<file path="src/rtl/bus_mux_pkg.sv">
// Shared constants and width helpers for the bus_mux_rr N-master bus multiplexer.
package bus_mux_pkg;

  localparam int ARB_FIXED = 32'sd0;
  localparam int ARB_RR    = 32'sd1;

  function automatic int idx_w(input int n);
    if (n <= 32'sd1) return 32'sd1;
    else return $clog2(n);
  endfunction

  function automatic int cnt_w(input int depth);
    return $clog2(depth) + 32'sd1;
  endfunction

endpackage

</file>
<file path="src/rtl/resp_order_fifo.sv">
// Ordering FIFO of master indices for accepted reads; head is the master owed the next response.
module resp_order_fifo
  import bus_mux_pkg::*;
#(
  parameter int WIDTH = 1,
  parameter int DEPTH = 4,
  localparam int CNT_W = cnt_w(DEPTH)
) (
  input  logic             clk_i,
  input  logic             arst_n_i,
  input  logic             push_i,
  input  logic [WIDTH-1:0] din_i,
  input  logic             pop_i,
  output logic [WIDTH-1:0] head_o,
  output logic             full_o,
  output logic             empty_o,
  output logic [CNT_W-1:0] count_o
);

  localparam int PTR_W = idx_w(DEPTH);

  logic [WIDTH-1:0] mem_q [DEPTH];
  logic [PTR_W-1:0] wr_ptr_q, wr_ptr_d, rd_ptr_q, rd_ptr_d;
  logic [CNT_W-1:0] count_q, count_d;
  logic             do_push_s, do_pop_s;

  function automatic logic [PTR_W-1:0] next_ptr(input logic [PTR_W-1:0] ptr);
    if (ptr == PTR_W'(DEPTH - 1)) return {PTR_W{1'b0}};
    else return ptr + {{(PTR_W-1){1'b0}}, 1'b1};
  endfunction

  assign full_o  = (count_q == CNT_W'(DEPTH));
  assign empty_o = (count_q == {CNT_W{1'b0}});
  assign count_o = count_q;
  assign head_o  = mem_q[rd_ptr_q];

  // Next-state for pointers and occupancy; push+pop together keeps the count.
  always_comb begin
    do_push_s = push_i & ~full_o;
    do_pop_s  = pop_i & ~empty_o;
    wr_ptr_d  = do_push_s ? next_ptr(wr_ptr_q) : wr_ptr_q;
    rd_ptr_d  = do_pop_s ? next_ptr(rd_ptr_q) : rd_ptr_q;
    case ({do_push_s, do_pop_s})
      2'b10:   count_d = count_q + {{(CNT_W-1){1'b0}}, 1'b1};
      2'b01:   count_d = count_q - {{(CNT_W-1){1'b0}}, 1'b1};
      default: count_d = count_q;
    endcase
  end

  // Pointer, count and storage registers.
  always_ff @(posedge clk_i or negedge arst_n_i) begin
    if (!arst_n_i) begin
      wr_ptr_q <= {PTR_W{1'b0}};
      rd_ptr_q <= {PTR_W{1'b0}};
      count_q  <= {CNT_W{1'b0}};
      for (int i = 0; i < DEPTH; i++) mem_q[i] <= {WIDTH{1'b0}};
    end else begin
      wr_ptr_q <= wr_ptr_d;
      rd_ptr_q <= rd_ptr_d;
      count_q  <= count_d;
      if (do_push_s) mem_q[wr_ptr_q] <= din_i;
    end
  end

endmodule

</file>
<file path="src/rtl/bus_mux_rr.sv">
// N-master to 1-slave req/ack/resp bus mux with fixed or round-robin arbitration and pipelined read ordering.
// Optional sticky error output err_o is enabled by defining BUS_MUX_RR_ERR_EN.
module bus_mux_rr
  import bus_mux_pkg::*;
#(
  parameter int N_MASTERS   = 2,
  parameter int OUTSTANDING = 4,
  parameter int ADDR_W      = 32,
  parameter int DATA_W      = 32,
  parameter int ARB_MODE    = 1,
  localparam int BE_W  = DATA_W / 8,
  localparam int IDX_W = idx_w(N_MASTERS),
  localparam int CNT_W = cnt_w(OUTSTANDING)
) (
  input  logic                        clk_i,
  input  logic                        arst_n_i,
`ifdef BUS_MUX_RR_ERR_EN
  output logic                        err_o,
`endif
  input  logic [N_MASTERS-1:0]        m_req_i,
  input  logic [N_MASTERS-1:0]        m_we_i,
  input  logic [N_MASTERS*ADDR_W-1:0] m_addr_bi,
  input  logic [N_MASTERS*BE_W-1:0]   m_be_bi,
  input  logic [N_MASTERS*DATA_W-1:0] m_wdata_bi,
  output logic [N_MASTERS-1:0]        m_ack_o,
  output logic [N_MASTERS-1:0]        m_resp_o,
  output logic [N_MASTERS*DATA_W-1:0] m_rdata_bo,
  output logic                        s_req_o,
  output logic                        s_we_o,
  output logic [ADDR_W-1:0]           s_addr_bo,
  output logic [BE_W-1:0]             s_be_bo,
  output logic [DATA_W-1:0]           s_wdata_bo,
  input  logic                        s_ack_i,
  input  logic                        s_resp_i,
  input  logic [DATA_W-1:0]           s_rdata_bi
);

  logic [IDX_W-1:0] rr_ptr_q, rr_ptr_d, lock_idx_q, lock_idx_d, gnt_idx_s, fifo_head_s;
  logic             lock_vld_q, lock_vld_d, gnt_vld_s, stall_s, accept_s, push_s, lock_drop_s;
  logic             fifo_full_s, fifo_empty_s;
  logic [CNT_W-1:0] fifo_cnt_s;
  int               cand_s;

  // Grant select: a held lock wins, otherwise scan from rr_ptr (RR) or from index 0 (fixed).
  always_comb begin
    gnt_vld_s = 1'b0;
    gnt_idx_s = {IDX_W{1'b0}};
    cand_s    = 32'sd0;
    if (lock_vld_q) begin
      gnt_vld_s = m_req_i[lock_idx_q];
      gnt_idx_s = lock_idx_q;
    end else begin
      for (int i = 0; i < N_MASTERS; i++) begin
        cand_s = ((ARB_MODE == ARB_RR) ? int'(rr_ptr_q) : 32'sd0) + i;
        if (cand_s >= N_MASTERS) cand_s = cand_s - N_MASTERS;
        else cand_s = cand_s;
        if (!gnt_vld_s && m_req_i[cand_s]) begin
          gnt_vld_s = 1'b1;
          gnt_idx_s = IDX_W'(cand_s);
        end else begin
          gnt_vld_s = gnt_vld_s;
        end
      end
    end
  end

  // Reads stall on the registered count so a same-cycle pop cannot open a slot.
  assign stall_s     = gnt_vld_s & ~m_we_i[gnt_idx_s] & (fifo_cnt_s == CNT_W'(OUTSTANDING));
  assign accept_s    = gnt_vld_s & ~stall_s & s_ack_i;
  assign push_s      = accept_s & ~m_we_i[gnt_idx_s] & ~fifo_full_s;
  assign lock_drop_s = lock_vld_q & ~m_req_i[lock_idx_q];

  // Slave-side mux and master ack; everything forced low while reset is asserted.
  always_comb begin
    s_req_o    = 1'b0;
    s_we_o     = 1'b0;
    s_addr_bo  = {ADDR_W{1'b0}};
    s_be_bo    = {BE_W{1'b0}};
    s_wdata_bo = {DATA_W{1'b0}};
    m_ack_o    = {N_MASTERS{1'b0}};
    if (arst_n_i && gnt_vld_s) begin
      s_req_o    = ~stall_s;
      s_we_o     = m_we_i[gnt_idx_s];
      s_addr_bo  = m_addr_bi[int'(gnt_idx_s)*ADDR_W +: ADDR_W];
      s_be_bo    = m_be_bi[int'(gnt_idx_s)*BE_W +: BE_W];
      s_wdata_bo = m_wdata_bi[int'(gnt_idx_s)*DATA_W +: DATA_W];
      m_ack_o[gnt_idx_s] = accept_s;
    end else begin
      m_ack_o = {N_MASTERS{1'b0}};
    end
  end

  // Response routing to the FIFO head; responses with an empty FIFO are dropped.
  always_comb begin
    m_resp_o   = {N_MASTERS{1'b0}};
    m_rdata_bo = {(N_MASTERS*DATA_W){1'b0}};
    if (arst_n_i && s_resp_i && !fifo_empty_s) begin
      m_resp_o[fifo_head_s] = 1'b1;
      m_rdata_bo[int'(fifo_head_s)*DATA_W +: DATA_W] = s_rdata_bi;
    end else begin
      m_resp_o = {N_MASTERS{1'b0}};
    end
  end

  // Lock and round-robin pointer next-state.
  always_comb begin
    lock_vld_d = lock_vld_q;
    lock_idx_d = lock_idx_q;
    if (lock_vld_q) begin
      if (lock_drop_s || accept_s) lock_vld_d = 1'b0;
      else lock_vld_d = 1'b1;
    end else if (gnt_vld_s && !stall_s && !s_ack_i) begin
      lock_vld_d = 1'b1;
      lock_idx_d = gnt_idx_s;
    end else begin
      lock_vld_d = 1'b0;
    end
    if (!accept_s) rr_ptr_d = rr_ptr_q;
    else if (gnt_idx_s == IDX_W'(N_MASTERS - 1)) rr_ptr_d = {IDX_W{1'b0}};
    else rr_ptr_d = gnt_idx_s + {{(IDX_W-1){1'b0}}, 1'b1};
  end

  // Arbitration state registers.
  always_ff @(posedge clk_i or negedge arst_n_i) begin
    if (!arst_n_i) begin
      rr_ptr_q   <= {IDX_W{1'b0}};
      lock_vld_q <= 1'b0;
      lock_idx_q <= {IDX_W{1'b0}};
    end else begin
      rr_ptr_q   <= rr_ptr_d;
      lock_vld_q <= lock_vld_d;
      lock_idx_q <= lock_idx_d;
    end
  end

  resp_order_fifo #(
    .WIDTH (IDX_W),
    .DEPTH (OUTSTANDING)
  ) u_fifo (
    .clk_i    (clk_i),
    .arst_n_i (arst_n_i),
    .push_i   (push_s),
    .din_i    (gnt_idx_s),
    .pop_i    (s_resp_i),
    .head_o   (fifo_head_s),
    .full_o   (fifo_full_s),
    .empty_o  (fifo_empty_s),
    .count_o  (fifo_cnt_s)
  );

`ifdef BUS_MUX_RR_ERR_EN
  logic err_q, err_d;

  // Sticky error on a spurious response or an abandoned lock.
  always_comb begin
    err_d = err_q | (s_resp_i & fifo_empty_s) | lock_drop_s;
  end

  // Error flag register, cleared only by reset.
  always_ff @(posedge clk_i or negedge arst_n_i) begin
    if (!arst_n_i) err_q <= 1'b0;
    else err_q <= err_d;
  end

  assign err_o = err_q;
`endif

endmodule

</file>
<file path="config.mk">
export PLATFORM = sky130hd
export DESIGN_NAME = bus_mux_rr
export DESIGN_NICKNAME = d
export VERILOG_FILES = /design/src/rtl/bus_mux_pkg.sv /design/src/rtl/resp_order_fifo.sv /design/src/rtl/bus_mux_rr.sv
export SDC_FILE = /design/constraint.sdc
export NUM_CORES = 1
export LEC_CHECK = 0
export BUFFER_PORTS_ARGS = -buffer_cell sky130_fd_sc_hd__buf_4
export CORE_AREA = 2 2 120 122
export DETAILED_ROUTE_END_ITERATION = 12
export DIE_AREA = 0 0 122 124
export MAX_ROUTING_LAYER = met4
export PLACE_DENSITY = 0.46
export SLEW_MARGIN = 20
export SYNTH_ARGS = -nofsm -noshare
export SYNTH_HDL_FRONTEND = slang
export SYNTH_SLANG_ARGS = --single-unit
</file>
<file path="constraint.sdc">
create_clock -name clk_i -period 7.05 [get_ports clk_i]
set_input_delay 0.705 -clock clk_i [delete_from_list [all_inputs] [get_ports clk_i]]
set_output_delay 0.705 -clock clk_i [all_outputs]
set_load 0.005 [all_outputs]
</file>
==> flow_results.xml <==
<?xml version="1.0" encoding="UTF-8"?>
<metrics>
  <group name="clocking">
    <metric name="post-cts-setup-buffers" unit="">0</metric>
    <metric name="cts_hold_buf" unit="">0</metric>
    <metric name="tritoncts_num_sinks" unit="">14</metric>
    <metric name="path_clk_slew" unit="ns">0.05</metric>
    <metric name="htree_num_levels" unit="">1</metric>
    <metric name="cts_max_path_buffers" unit="">2</metric>
    <metric name="cts_root_buffer" unit="">sky130_fd_sc_hd__clkbuf_16</metric>
    <metric name="cts_tree" unit="">yes</metric>
    <metric name="numCtsBuffers" unit="">3</metric>
    <metric name="cts_repair_resize_count" unit="">0</metric>
    <metric name="clock_latency" unit="ns">0.24</metric>
  </group>
  <group name="route">
    <metric name="routed_via_density" unit="">4.23</metric>
    <metric name="firstDrtPassIters" unit="">4</metric>
    <metric name="postRouteAntennaNets" unit="">0</metric>
    <metric name="detailroute.via_count" unit="">3598</metric>
    <metric name="first_iter_violations" unit="">194</metric>
    <metric name="detail_routed_net_length_per_standard_cell" unit="µm">13.9</metric>
    <metric name="drc" unit="">0</metric>
    <metric name="postRouteWirelength" unit="µm">11800</metric>
  </group>
  <group name="global_routing">
    <metric name="antenna_found_initial" unit="">0</metric>
    <metric name="first_global_vias" unit="">3245</metric>
    <metric name="grt_use_total" unit="">0.142</metric>
    <metric name="grt_start_max_net_pins" unit="">74</metric>
    <metric name="grt-ovfl-total" unit="">0</metric>
    <metric name="grt_pass1_wl" unit="µm">16900</metric>
  </group>
  <group name="layout">
    <metric name="post_route_cells_drive_above_1_share" unit="">0.501</metric>
    <metric name="layout_overhead_on_the_synthesized_area" unit="%">106</metric>
    <metric name="number_of_nets_in_the_layout" unit="">856</metric>
    <metric name="insertedDiodeCount" unit="">0</metric>
    <metric name="finish.cell_count_without_fillers" unit="">851</metric>
  </group>
  <group name="sta">
    <metric name="timing.final.setup_violations" unit="">0</metric>
    <metric name="fin_worst_skew" unit="ns">0.00365</metric>
    <metric name="worst-slew-pin-transition" unit="ns">1.01</metric>
    <metric name="post-route-worst-setup-slack" unit="ns">3.78</metric>
    <metric name="holdWs" unit="ns">0.321</metric>
    <metric name="final.setup.tns" unit="ns">0</metric>
    <metric name="timing.fmax" unit="MHz">305</metric>
    <metric name="layout_min_cycle_time" unit="ns">3.27</metric>
    <metric name="relSlewSlack" unit="">0.326</metric>
    <metric name="final.period_utilization" unit="">0.464</metric>
    <metric name="hold_viol" unit="">0</metric>
    <metric name="unrepaired_setup_endpoints_after_global_routing" unit="">no</metric>
    <metric name="final_max_slew_viol_count" unit="">0</metric>
  </group>
  <group name="synth">
    <metric name="async_reset_ff_frac" unit="">1.00</metric>
    <metric name="syn-cell-area" unit="µm²">2340</metric>
    <metric name="yosys.area.top_type_share" unit="">0.224</metric>
    <metric name="number_of_different_library_cells_in_the_post_synthesis_netlist" unit="">40</metric>
    <metric name="synth-edff-count" unit="">0</metric>
    <metric name="postSynthRegisterBits" unit="">14</metric>
    <metric name="synth_nets" unit="">566</metric>
    <metric name="synthTopCellsByArea" unit="">sky130_fd_sc_hd__nand2_1 22%, sky130_fd_sc_hd__and2_1 17%, sky130_fd_sc_hd__a21oi_1 15%</metric>
    <metric name="dominantRegCellSynth" unit="">sky130_fd_sc_hd__dfrtp_1</metric>
    <metric name="biggest_area_consumer_among_synthesized_cells" unit="">sky130_fd_sc_hd__nand2_1</metric>
    <metric name="synth_cells" unit="">383</metric>
    <metric name="syn_area_per_cell" unit="µm²">6.12</metric>
    <metric name="seq_area_frac_synth" unit="">0.149</metric>
    <metric name="ys_warn_count" unit="">0</metric>
  </group>
  <group name="setup_path">
    <metric name="worstReg2RegStart" unit="">lock_vld_q</metric>
    <metric name="worst_r2r_path_depth" unit="">10</metric>
    <metric name="crit_path_end_kind" unit="">output port</metric>
    <metric name="critical_path.max_fanout" unit="">72</metric>
    <metric name="reg2reg_end" unit="">u_fifo.count_o[2]</metric>
    <metric name="startpoint" unit="">m_req_i[0]</metric>
    <metric name="startpoint_type_of_the_worst_setup_path" unit="">input port</metric>
    <metric name="data_arrival_time_of_the_worst_path" unit="ns">2.57</metric>
    <metric name="worst-endpoint-required" unit="ns">6.34</metric>
    <metric name="reg2reg_slack" unit="ns">4.50</metric>
    <metric name="path_class" unit="">in -&gt; out</metric>
  </group>
  <group name="pwr">
    <metric name="report.power.total" unit="W">0.00108</metric>
    <metric name="p_clk_frac" unit="">0.097</metric>
    <metric name="pwr_density_cell" unit="nW/µm²">224</metric>
    <metric name="peakVddDrop" unit="µV">151</metric>
    <metric name="power_frac_seq" unit="">0.148</metric>
    <metric name="net-switching-power" unit="W">0.000483</metric>
    <metric name="power_switching_share" unit="">0.447</metric>
    <metric name="power.leakage" unit="nW">2.60</metric>
    <metric name="cellInternalPower" unit="W">0.000599</metric>
    <metric name="share_comb_of_total_power" unit="">0.755</metric>
  </group>
  <group name="die">
    <metric name="rows" unit="">43</metric>
    <metric name="floorplan.initialDensity" unit="">0.171</metric>
    <metric name="die_w" unit="µm">122</metric>
    <metric name="design.die.area" unit="µm²">15100</metric>
    <metric name="floorplan.core_area" unit="µm²">13700</metric>
    <metric name="floorplan.die.height" unit="µm">124</metric>
    <metric name="floorplan.io_pins" unit="">314</metric>
  </group>
  <group name="placement">
    <metric name="preCtsSetupSlack" unit="ns">3.82</metric>
    <metric name="io_buffers" unit="">313</metric>
    <metric name="placedCellCount" unit="">848</metric>
    <metric name="hpwlAfterDp" unit="µm">9390</metric>
    <metric name="gp_congestion" unit="">0.815</metric>
  </group>
  <group name="job">
    <metric name="cap_viol_max_count" unit="">0</metric>
  </group>
  <group name="status">
    <metric name="status" unit="">finished clean</metric>
  </group>
  <group name="min_path">
    <metric name="min_path_type" unit="">in -&gt; async</metric>
  </group>
</metrics>
-- worst max-delay path by stage --
stage / end / slack (ns) / cells after the start
CTS: s_wdata_bo[16] / 3.80 / 7
global route: s_wdata_bo[16] / 3.68 / 7
global placement: s_wdata_bo[16] / 3.80 / 7
floorplan: u_fifo.count_o[2] / 4.42 / 11
detailed placement: s_addr_bo[7] / 3.82 / 7
finish: s_wdata_bo[16] / 3.78 / 7
-- cells in the mapped netlist (2+ instances only) --
| master | count |
|---|---|
| sky130_fd_sc_hd__dfrtp_1 | 14 |
| sky130_fd_sc_hd__inv_1 | 7 |
| sky130_fd_sc_hd__a21oi_1 | 71 |
| sky130_fd_sc_hd__nand2_1 | 140 |
| sky130_fd_sc_hd__buf_6 | 11 |
| sky130_fd_sc_hd__ha_1 | 6 |
| sky130_fd_sc_hd__nor2_1 | 9 |
| sky130_fd_sc_hd__o2111ai_1 | 2 |
| sky130_fd_sc_hd__xor2_1 | 2 |
| sky130_fd_sc_hd__and2_1 | 64 |
| sky130_fd_sc_hd__nor4_1 | 2 |
| sky130_fd_sc_hd__clkbuf_1 | 18 |
| sky130_fd_sc_hd__or3b_2 | 2 |
| sky130_fd_sc_hd__a31oi_1 | 4 |
| sky130_fd_sc_hd__o21ai_0 | 5 |
| sky130_fd_sc_hd__mux2_2 | 2 |
-- logic make-up (layout without fill, tap and decap cells) --
kind of cell,count (synthesis),count (layout),synth area share
fa+ha+maj,7,7,0.0406
mux,4,4,0.0235
xor+xnor,3,3,0.0112
flops,14,14,0.149
simple gates,222,222,0.442
compound gates,95,95,0.236
buf+inv,38,326,0.0972
-- registers in the layout, summed over array words and instances, names as in the netlist --
name             cells
lock_vld_q           1
u_fifo.count_o       3
u_fifo.wr_ptr_q      2
u_fifo.mem_q         4
lock_idx_q           1
u_fifo.rd_ptr_q      2
rr_ptr_q             1
-- stage by stage --
step	utilization	area (µm²)
after detailed placement	0.346	4740
after CTS	0.351	4820
after global routing	0.351	4820
final	0.351	4820
after floorplan	-	2340
after global placement	0.346	4740
-- cell usage in the layout (no fill, tap or decap) --
cell,netlist,final
sky130_fd_sc_hd__buf_4,0,316
sky130_fd_sc_hd__xor2_1,2,2
sky130_fd_sc_hd__xnor2_1,1,1
sky130_fd_sc_hd__nor2_1,9,8
sky130_fd_sc_hd__o311a_2,1,1
sky130_fd_sc_hd__a211oi_4,1,1
sky130_fd_sc_hd__nor2_2,0,1
sky130_fd_sc_hd__mux2_2,2,2
sky130_fd_sc_hd__nor2b_1,1,1
sky130_fd_sc_hd__inv_1,7,7
sky130_fd_sc_hd__clkbuf_16,0,3
sky130_fd_sc_hd__mux2i_1,1,1
sky130_fd_sc_hd__or3b_2,2,2
sky130_fd_sc_hd__fa_1,1,1
sky130_fd_sc_hd__a21bo_2,1,1
sky130_fd_sc_hd__and3_1,1,1
sky130_fd_sc_hd__a21oi_2,1,1
sky130_fd_sc_hd__and2_1,64,64
sky130_fd_sc_hd__o21a_1,1,1
sky130_fd_sc_hd__o31a_2,1,1
sky130_fd_sc_hd__o21ba_2,1,1
sky130_fd_sc_hd__o2111ai_1,2,2
sky130_fd_sc_hd__o21ai_0,5,5
sky130_fd_sc_hd__a21o_1,1,1
sky130_fd_sc_hd__a21boi_0,1,1
sky130_fd_sc_hd__a31oi_1,4,4
sky130_fd_sc_hd__nand2_2,1,1
sky130_fd_sc_hd__nand2_1,140,140
sky130_fd_sc_hd__mux4_2,1,1
sky130_fd_sc_hd__ha_1,6,6
sky130_fd_sc_hd__a21oi_1,71,71
sky130_fd_sc_hd__nand2b_4,1,1
sky130_fd_sc_hd__dfrtp_1,14,14
sky130_fd_sc_hd__nor2b_4,1,1
sky130_fd_sc_hd__nor4_1,2,2
sky130_fd_sc_hd__a22oi_2,1,1
sky130_fd_sc_hd__a221oi_1,1,1
sky130_fd_sc_hd__o211ai_1,1,1
sky130_fd_sc_hd__a22o_2,0,1
-- power groups by stage --
stage / combinational [W] / sequential, W / clock, W
finish: 0.000817 / 0.000160 / 0.000105
global route: 0.000912 / 0.000168 / 0.000110
CTS: 0.000831 / 0.000161 / 0.000106
detailed placement: 0.000826 / 0.000162 / 0
global placement: 0.000822 / 0.000160 / 0
floorplan: 0.000476 / 0.000148 / 0
-- final cells by class --
| type | instances | area (µm²) |
|---|---|---|
| Fill cell | 1514 | 8900 |
| Timing Repair Buffer | 316 | 2370 |
| Multi-Input combinational cell | 331 | 1770 |
| Sequential cell | 14 | 350 |
| Tap cell | 180 | 225 |
| Clock buffer | 3 | 75.1 |
| Inverter | 7 | 26.3 |
-- critical path: stages --
cell	delay, ns
sky130_fd_sc_hd__buf_4	0.13
sky130_fd_sc_hd__or3b_2	0.47
sky130_fd_sc_hd__o21a_1	0.15
sky130_fd_sc_hd__nand2_2	0.07
sky130_fd_sc_hd__buf_4	0.56
sky130_fd_sc_hd__a21oi_1	0.19
sky130_fd_sc_hd__buf_4	0.20
-- layer usage --
layer  wire (µm)  track usage  vias to the layer above
li1            -            -                     1826
met1        4520        0.170                     1612
met2        6520        0.266                      154
met3         732       0.0128                        6
met4          65       0.0194                        0
met5           0            -                        -
Power figures use the tool's default switching activity.
